**src/rtl/multi_cycle_control_unit.sv**
```systemverilog
`default_nettype none
// ============================================================================
// Module      : multi_cycle_control_unit
// Description : Moore control FSM for the multi-cycle datapath, with the NZCV
//               flag register and condition-code evaluation.
// Revision    : 1.0 - initial release
// ============================================================================
module multi_cycle_control_unit (
  input  logic       clk,
  input  logic       rst,
  input  logic [3:0] Cond,
  input  logic [1:0] Op,
  input  logic [3:0] Funct,
  input  logic       S,
  input  logic [3:0] ALU_flags,
  output logic       PCWrite,
  output logic       MemWrite,
  output logic       IRWrite,
  output logic       RegWrite,
  output logic       ImmSrc,
  output logic       ALUSrcA,
  output logic [1:0] AdrSrc,
  output logic [3:0] ALUControl,
  output logic [1:0] ALUSrcB,
  output logic [2:0] RegSrc,
  output logic [1:0] ResultSrc,
  output logic [3:0] State,
  output logic [3:0] Flags
);

  localparam logic [3:0] c_FETCH  = 4'd0;
  localparam logic [3:0] c_DECODE = 4'd1;
  localparam logic [3:0] c_EXEC   = 4'd2;
  localparam logic [3:0] c_ALUWB  = 4'd3;
  localparam logic [3:0] c_MEMADR = 4'd4;
  localparam logic [3:0] c_MEMRD  = 4'd5;
  localparam logic [3:0] c_MEMWB  = 4'd6;
  localparam logic [3:0] c_MEMWR  = 4'd7;
  localparam logic [3:0] c_LDIWB  = 4'd8;
  localparam logic [3:0] c_BRANCH = 4'd9;
  localparam logic [3:0] c_BIWR   = 4'd10;

  localparam logic [2:0] c_CLS_DP  = 3'd0;
  localparam logic [2:0] c_CLS_LDR = 3'd1;
  localparam logic [2:0] c_CLS_STR = 3'd2;
  localparam logic [2:0] c_CLS_LDI = 3'd3;
  localparam logic [2:0] c_CLS_B   = 3'd4;
  localparam logic [2:0] c_CLS_BL  = 3'd5;
  localparam logic [2:0] c_CLS_BI  = 3'd6;
  localparam logic [2:0] c_CLS_UND = 3'd7;

  logic [3:0] r_state;
  logic [3:0] w_next_state;
  logic [3:0] w_out_state;
  logic [3:0] r_flags;
  logic [2:0] w_cls;
  logic       w_cond_ex;
  logic [2:0] w_regsrc;

  // Instruction class from the IR opcode/function fields
  always_comb begin
    w_cls = c_CLS_UND;
    case (Op)
      2'b00: if (Funct <= 4'b1010) w_cls = c_CLS_DP;
      2'b01: begin
        case (Funct[1:0])
          2'b00:   w_cls = c_CLS_LDR;
          2'b01:   w_cls = c_CLS_STR;
          2'b10:   w_cls = c_CLS_LDI;
          default: w_cls = c_CLS_UND;
        endcase
      end
      2'b10: begin
        case (Funct[1:0])
          2'b00:   w_cls = c_CLS_B;
          2'b01:   w_cls = c_CLS_BL;
          2'b10:   w_cls = c_CLS_BI;
          default: w_cls = c_CLS_UND;
        endcase
      end
      default: w_cls = c_CLS_UND;
    endcase
  end

  // Flags are {N,Z,C,V}
  always_comb begin
    w_cond_ex = 1'b0;
    case (Cond)
      4'b0000: w_cond_ex =  r_flags[2];
      4'b0001: w_cond_ex = ~r_flags[2];
      4'b0010: w_cond_ex =  r_flags[1];
      4'b0011: w_cond_ex = ~r_flags[1];
      4'b0100: w_cond_ex =  r_flags[3];
      4'b0101: w_cond_ex = ~r_flags[3];
      4'b0110: w_cond_ex =  r_flags[0];
      4'b0111: w_cond_ex = ~r_flags[0];
      4'b1110: w_cond_ex = 1'b1;
      default: w_cond_ex = 1'b0;
    endcase
  end

  always_comb begin
    w_regsrc = 3'b000;
    case (w_cls)
      c_CLS_DP, c_CLS_LDR, c_CLS_LDI: w_regsrc = 3'b100;
      c_CLS_STR:                      w_regsrc = 3'b110;
      c_CLS_BL:                       w_regsrc = 3'b001;
      c_CLS_BI:                       w_regsrc = 3'b101;
      default:                        w_regsrc = 3'b000;
    endcase
  end

  always_ff @(posedge clk) begin
    if (rst) r_state <= c_FETCH;
    else     r_state <= w_next_state;
  end

  always_comb begin
    w_next_state = c_FETCH;
    case (r_state)
      c_FETCH: w_next_state = c_DECODE;
      c_DECODE: begin
        if (!w_cond_ex) begin
          w_next_state = c_FETCH;
        end else begin
          case (w_cls)
            c_CLS_DP:             w_next_state = c_EXEC;
            c_CLS_LDR, c_CLS_STR: w_next_state = c_MEMADR;
            c_CLS_LDI:            w_next_state = c_LDIWB;
            c_CLS_B, c_CLS_BL:    w_next_state = c_BRANCH;
            c_CLS_BI:             w_next_state = c_BIWR;
            default:              w_next_state = c_FETCH;
          endcase
        end
      end
      c_EXEC:   w_next_state = c_ALUWB;
      c_MEMADR: w_next_state = (w_cls == c_CLS_STR) ? c_MEMWR : c_MEMRD;
      c_MEMRD:  w_next_state = c_MEMWB;
      default:  w_next_state = c_FETCH;
    endcase
  end

  // Flags capture the ALU result at the edge that ends EXEC
  always_ff @(posedge clk) begin
    if (rst)                        r_flags <= 4'b0000;
    else if (r_state == c_EXEC && S) r_flags <= ALU_flags;
  end

  // Reset presents FETCH controls with every write strobe suppressed
  assign w_out_state = rst ? c_FETCH : r_state;

  always_comb begin
    PCWrite    = 1'b0;
    MemWrite   = 1'b0;
    IRWrite    = 1'b0;
    RegWrite   = 1'b0;
    ImmSrc     = 1'b0;
    ALUSrcA    = 1'b0;
    AdrSrc     = 2'b00;
    ALUControl = 4'b0000;
    ALUSrcB    = 2'b00;
    RegSrc     = 3'b000;
    ResultSrc  = 2'b00;
    case (w_out_state)
      c_FETCH: begin
        PCWrite = 1'b1; IRWrite = 1'b1; ALUSrcA = 1'b1;
        ALUSrcB = 2'b10; ResultSrc = 2'b10; ImmSrc = 1'b1;
      end
      c_DECODE: begin
        ALUSrcA = 1'b1; ALUSrcB = 2'b10; ResultSrc = 2'b10; ImmSrc = 1'b1;
      end
      c_EXEC: begin
        ALUControl = Funct; ResultSrc = 2'b10;
      end
      c_ALUWB: begin
        ALUControl = Funct; RegWrite = 1'b1;
      end
      c_MEMADR: begin
        ALUSrcB = 2'b01; ResultSrc = 2'b10;
      end
      c_MEMRD: begin
        ALUSrcB = 2'b01; AdrSrc = 2'b01;
      end
      c_MEMWB: begin
        ALUSrcB = 2'b01; AdrSrc = 2'b01; ResultSrc = 2'b01; RegWrite = 1'b1;
      end
      c_MEMWR: begin
        ALUSrcB = 2'b01; AdrSrc = 2'b01; MemWrite = 1'b1;
      end
      c_LDIWB: begin
        ImmSrc = 1'b1; ALUSrcA = 1'b1; ALUSrcB = 2'b01;
        ResultSrc = 2'b11; RegWrite = 1'b1;
      end
      c_BRANCH: begin
        ImmSrc = 1'b1; PCWrite = 1'b1; ALUSrcB = 2'b01; ResultSrc = 2'b10;
        RegWrite = (w_cls == c_CLS_BL);
      end
      c_BIWR: begin
        ALUSrcA = 1'b1; ResultSrc = 2'b11; PCWrite = 1'b1;
      end
      default: begin
        ALUSrcA = 1'b0;
      end
    endcase
    if (w_out_state != c_FETCH) RegSrc = w_regsrc;
    if (rst) begin
      PCWrite  = 1'b0;
      MemWrite = 1'b0;
      IRWrite  = 1'b0;
      RegWrite = 1'b0;
    end
  end

  assign State = r_state;
  assign Flags = r_flags;

endmodule
`default_nettype wire

```
**config.mk**
```make
export PLATFORM = sky130hd
export DESIGN_NAME = multi_cycle_control_unit
export DESIGN_NICKNAME = d
export VERILOG_FILES = /design/src/rtl/multi_cycle_control_unit.sv
export SDC_FILE = /design/constraint.sdc
export NUM_CORES = 1
export LEC_CHECK = 0
export ABC_AREA = 1
export ABC_CLOCK_PERIOD_IN_PS = 1250
export BUFFER_PORTS_ARGS = -buffer_cell sky130_fd_sc_hd__buf_2
export CAP_MARGIN = 30
export CORE_MARGIN = 2
export CORE_UTILIZATION = 35
export CTS_BUF_LIST = sky130_fd_sc_hd__clkbuf_2
export CTS_CLUSTER_DIAMETER = 100
export DETAILED_ROUTE_END_ITERATION = 12
export PLACE_DENSITY = 0.66
export REMOVE_ABC_BUFFERS = 1
export SETUP_SLACK_MARGIN = 0.2
export SYNTH_ARGS = -nofsm -noshare
export SYNTH_HDL_FRONTEND = slang
export SYNTH_SLANG_ARGS = --single-unit
```
**constraint.sdc**
```tcl
create_clock -name clk -period 1.25 [get_ports clk]
set_input_delay 0.25 -clock clk [delete_from_list [all_inputs] [get_ports clk]]
set_output_delay 0.25 -clock clk [all_outputs]
set_load 0.1 [all_outputs]
```
==> reports/results.ini <==
[place]
hpwlAfterDp_mm=2.91
place_worst_setup_slack_ns=-0.367
numPortBuffers=42
gp_congestion=0.906

[routing]
via_per_inst=5.94
finalWirelength_mm=5.91
drtIter0Drc=147
drc=0
num_vias=1634
wl_per_cell_um=21.5
antenna_left=0
first_pass_iters=5

[sta]
finalWorstSetupSlack_ns=-0.755
holdWs_ns=0.264
finalSetupViolCount=27
period_minus_slack_ns=2.00
final_max_slew_viol_count=0
max_freq_ghz=0.499
finalHoldViolCount=0
rsz0062_at_grt=yes
period_share=1.60
tns_ns=-11.65
fin_skew_ns=0.0159

[power]
power_switching_uw=636
p_seq_frac=0.209
pwr_density_cell_nw_per_um2=551
vdd_drop_max_uv=609
total_power_uw=1270
p_leak_uw=0.00104
clock_power_share=0.136
p_int_uw=634
comb_power_share=0.655
swShare=0.501

[hold_path]
whs_path_depth=3
hp-class=in2reg

[setup_path]
cp_cell_sequence=buf_6 > nor3_4 > a32oi_1 > o311ai_2 > buf_4 > buf_12
cp_data_required_time_ns=1.00
critPathMaxStageDelay_ns=0.39
critPathKind=reg2out
cp.depth=6
end_kind=primary output
worst_setup_path_start_kind=register
cp_top_family=compound AO/OA/AOI/OAI gates
critPathBufInv=3
arrival_ns=1.75
crit_slowest_cell=dfxtp_4
worstRegToRegCells=9
path_max_fanout=3

[floorplanning]
ios=44
start_util=0.364
core_um2=2430
die_w_um=54.3
die-area_um2=2950
rows=18
fp.dieH_um=54.3

[logic_synthesis]
yosysTopAreaCellShare=0.181
ys_types=28
synth_area_per_cell_um2=5.99
synth.area.top_cells=dfxtp_1 (18%), inv_1 (11%), nand3_1 (10%)
ys_seq_elements=8
synth.largest_area_cell=dfxtp_1
seq_area_frac_synth=0.181
netlist_area_um2=886
syn-instance-count=148
yosysWarnings=0

[global_routing]
grt_usage=0.341
grt_max_degree=7
grt_pass1_wl_mm=7.13
grt_pass1_vias=1513
grt_antenna_before_repair=0
grt_overflow=0

[finish]
num-nets-final=264
final_layout_size_suffix_gt1_frac=0.714
synthToLayoutAreaGrowth_pct=160
n_antenna_cell=0

[clocking]
clkLatencyLatePin_ns=0.27
path_clk_slew_ns=0.10
cts_buffers=3
cts_max_level=1
cts_root_buf=clkbuf_2
cts.sinks=8
cts_max_path_buffers=2
cts_tree=done

[outcome]
outcome=complete, but fails checks
violations=negative setup slack

[flow_run]
maxCapViolations=0

-- metal layers --
metal  vias up  routed length (um)  global-route usage  share of wire
met5         -                   0                   0              0
met4         0                 439               0.225          0.074
met3        53                 551              0.0328          0.093
met2       131                2880               0.620           0.49
met1       770                2040               0.370           0.34
li1        680                   -                   -              -
-- sequential cells by signal, indices dropped and copies added, names as in the netlist --
| register | cells |
|---|---|
| Flags | 4 |
| State | 4 |
-- cells in the final DEF, fill, tap and decap left out, types with 8 or more instances in the layout --
cell type | netlist | layout
a21oi_2 | 2 | 8
buf_12 | 0 | 26
buf_2 | 1 | 16
buf_4 | 2 | 34
buf_6 | 0 | 20
inv_1 | 26 | 19
inv_2 | 5 | 8
nand2_1 | 16 | 10
nand3_1 | 18 | 15
nor2_4 | 3 | 16
-- per-stage QoR --
step,std cells,area [um2],util
after floorplan,145,866,-
after global placement,260,1840,0.756
after detailed placement,260,1840,0.756
after CTS,268,2150,0.885
after global routing,275,2300,0.948
final,275,2300,0.948
-- worst min-delay path: stages --
cell and delay [ns]:
buf_2 0.09, o21ai_2 0.06, a21oi_2 0.10
-- area by class of cell --
| type | count | area (um2) |
|---|---|---|
| fill | 64 | 128 |
| sequential | 8 | 185 |
| multi-input combinational | 106 | 832 |
| inverter | 31 | 129 |
| tap | 30 | 37.5 |
| clock buffer | 3 | 15.0 |
| timing repair buffer | 97 | 1110 |
-- logic make-up (layout without fill, tap and decap cells) --
family / count (synthesis) / count (layout) / share of synthesized area
compound gates: 30 / 30 / 0.222
buf+inv: 34 / 131 / 0.154
other cells: 1 / 1 / 0.00423
flops: 8 / 8 / 0.181
simple gates: 75 / 75 / 0.439
-- repair_timing --
| item | in CTS | in global routing |
|---|---|---|
| pin swaps | 10 | 13 |
| hold buffers | 0 | 0 |
| resized for setup | 87 | 26 |
| endpoints found under the setup margin | 34 | 34 |
| setup buffers | 5 | 7 |
-- path summary, 6_finish.rpt --
check                     from        to  slack [ns]
setup / recovery      State[3]  RegWrite       -0.75
hold / removal    ALU_flags[2]  Flags[2]        0.26
setup reg to reg      State[2]  State[0]       -0.30
hold reg to reg       Flags[2]  Flags[2]        0.54
-- Yosys cell counts --
library cell / instances
nand2_4: 1
nor3_1: 1
nor4_1: 1
buf_4: 2
o211ai_1: 2
dfxtp_1: 8
buf_2: 1
nor3_2: 3
a21oi_4: 1
o221ai_1: 1
o21ai_0: 8
o21ai_4: 1
conb_1: 1
nor2_4: 3
nand3_2: 2
a21oi_2: 2
inv_2: 5
inv_1: 26
nor2_1: 22
o21ai_1: 1
a21oi_1: 12
nand2_1: 16
o311ai_1: 1
nand3_1: 18
nand4_1: 3
nand2_2: 4
nor2_2: 1
a32oi_1: 1
-- power groups by stage --
stage | Combinational, uW | Clock [uW] | Sequential [uW]
after floorplan | 308 | 0 | 318
after global placement | 636 | 0 | 274
after detailed placement | 651 | 0 | 274
after CTS | 718 | 155 | 265
after global routing | 861 | 188 | 266
final | 831 | 173 | 266
(Power assumes the default switching activity.)
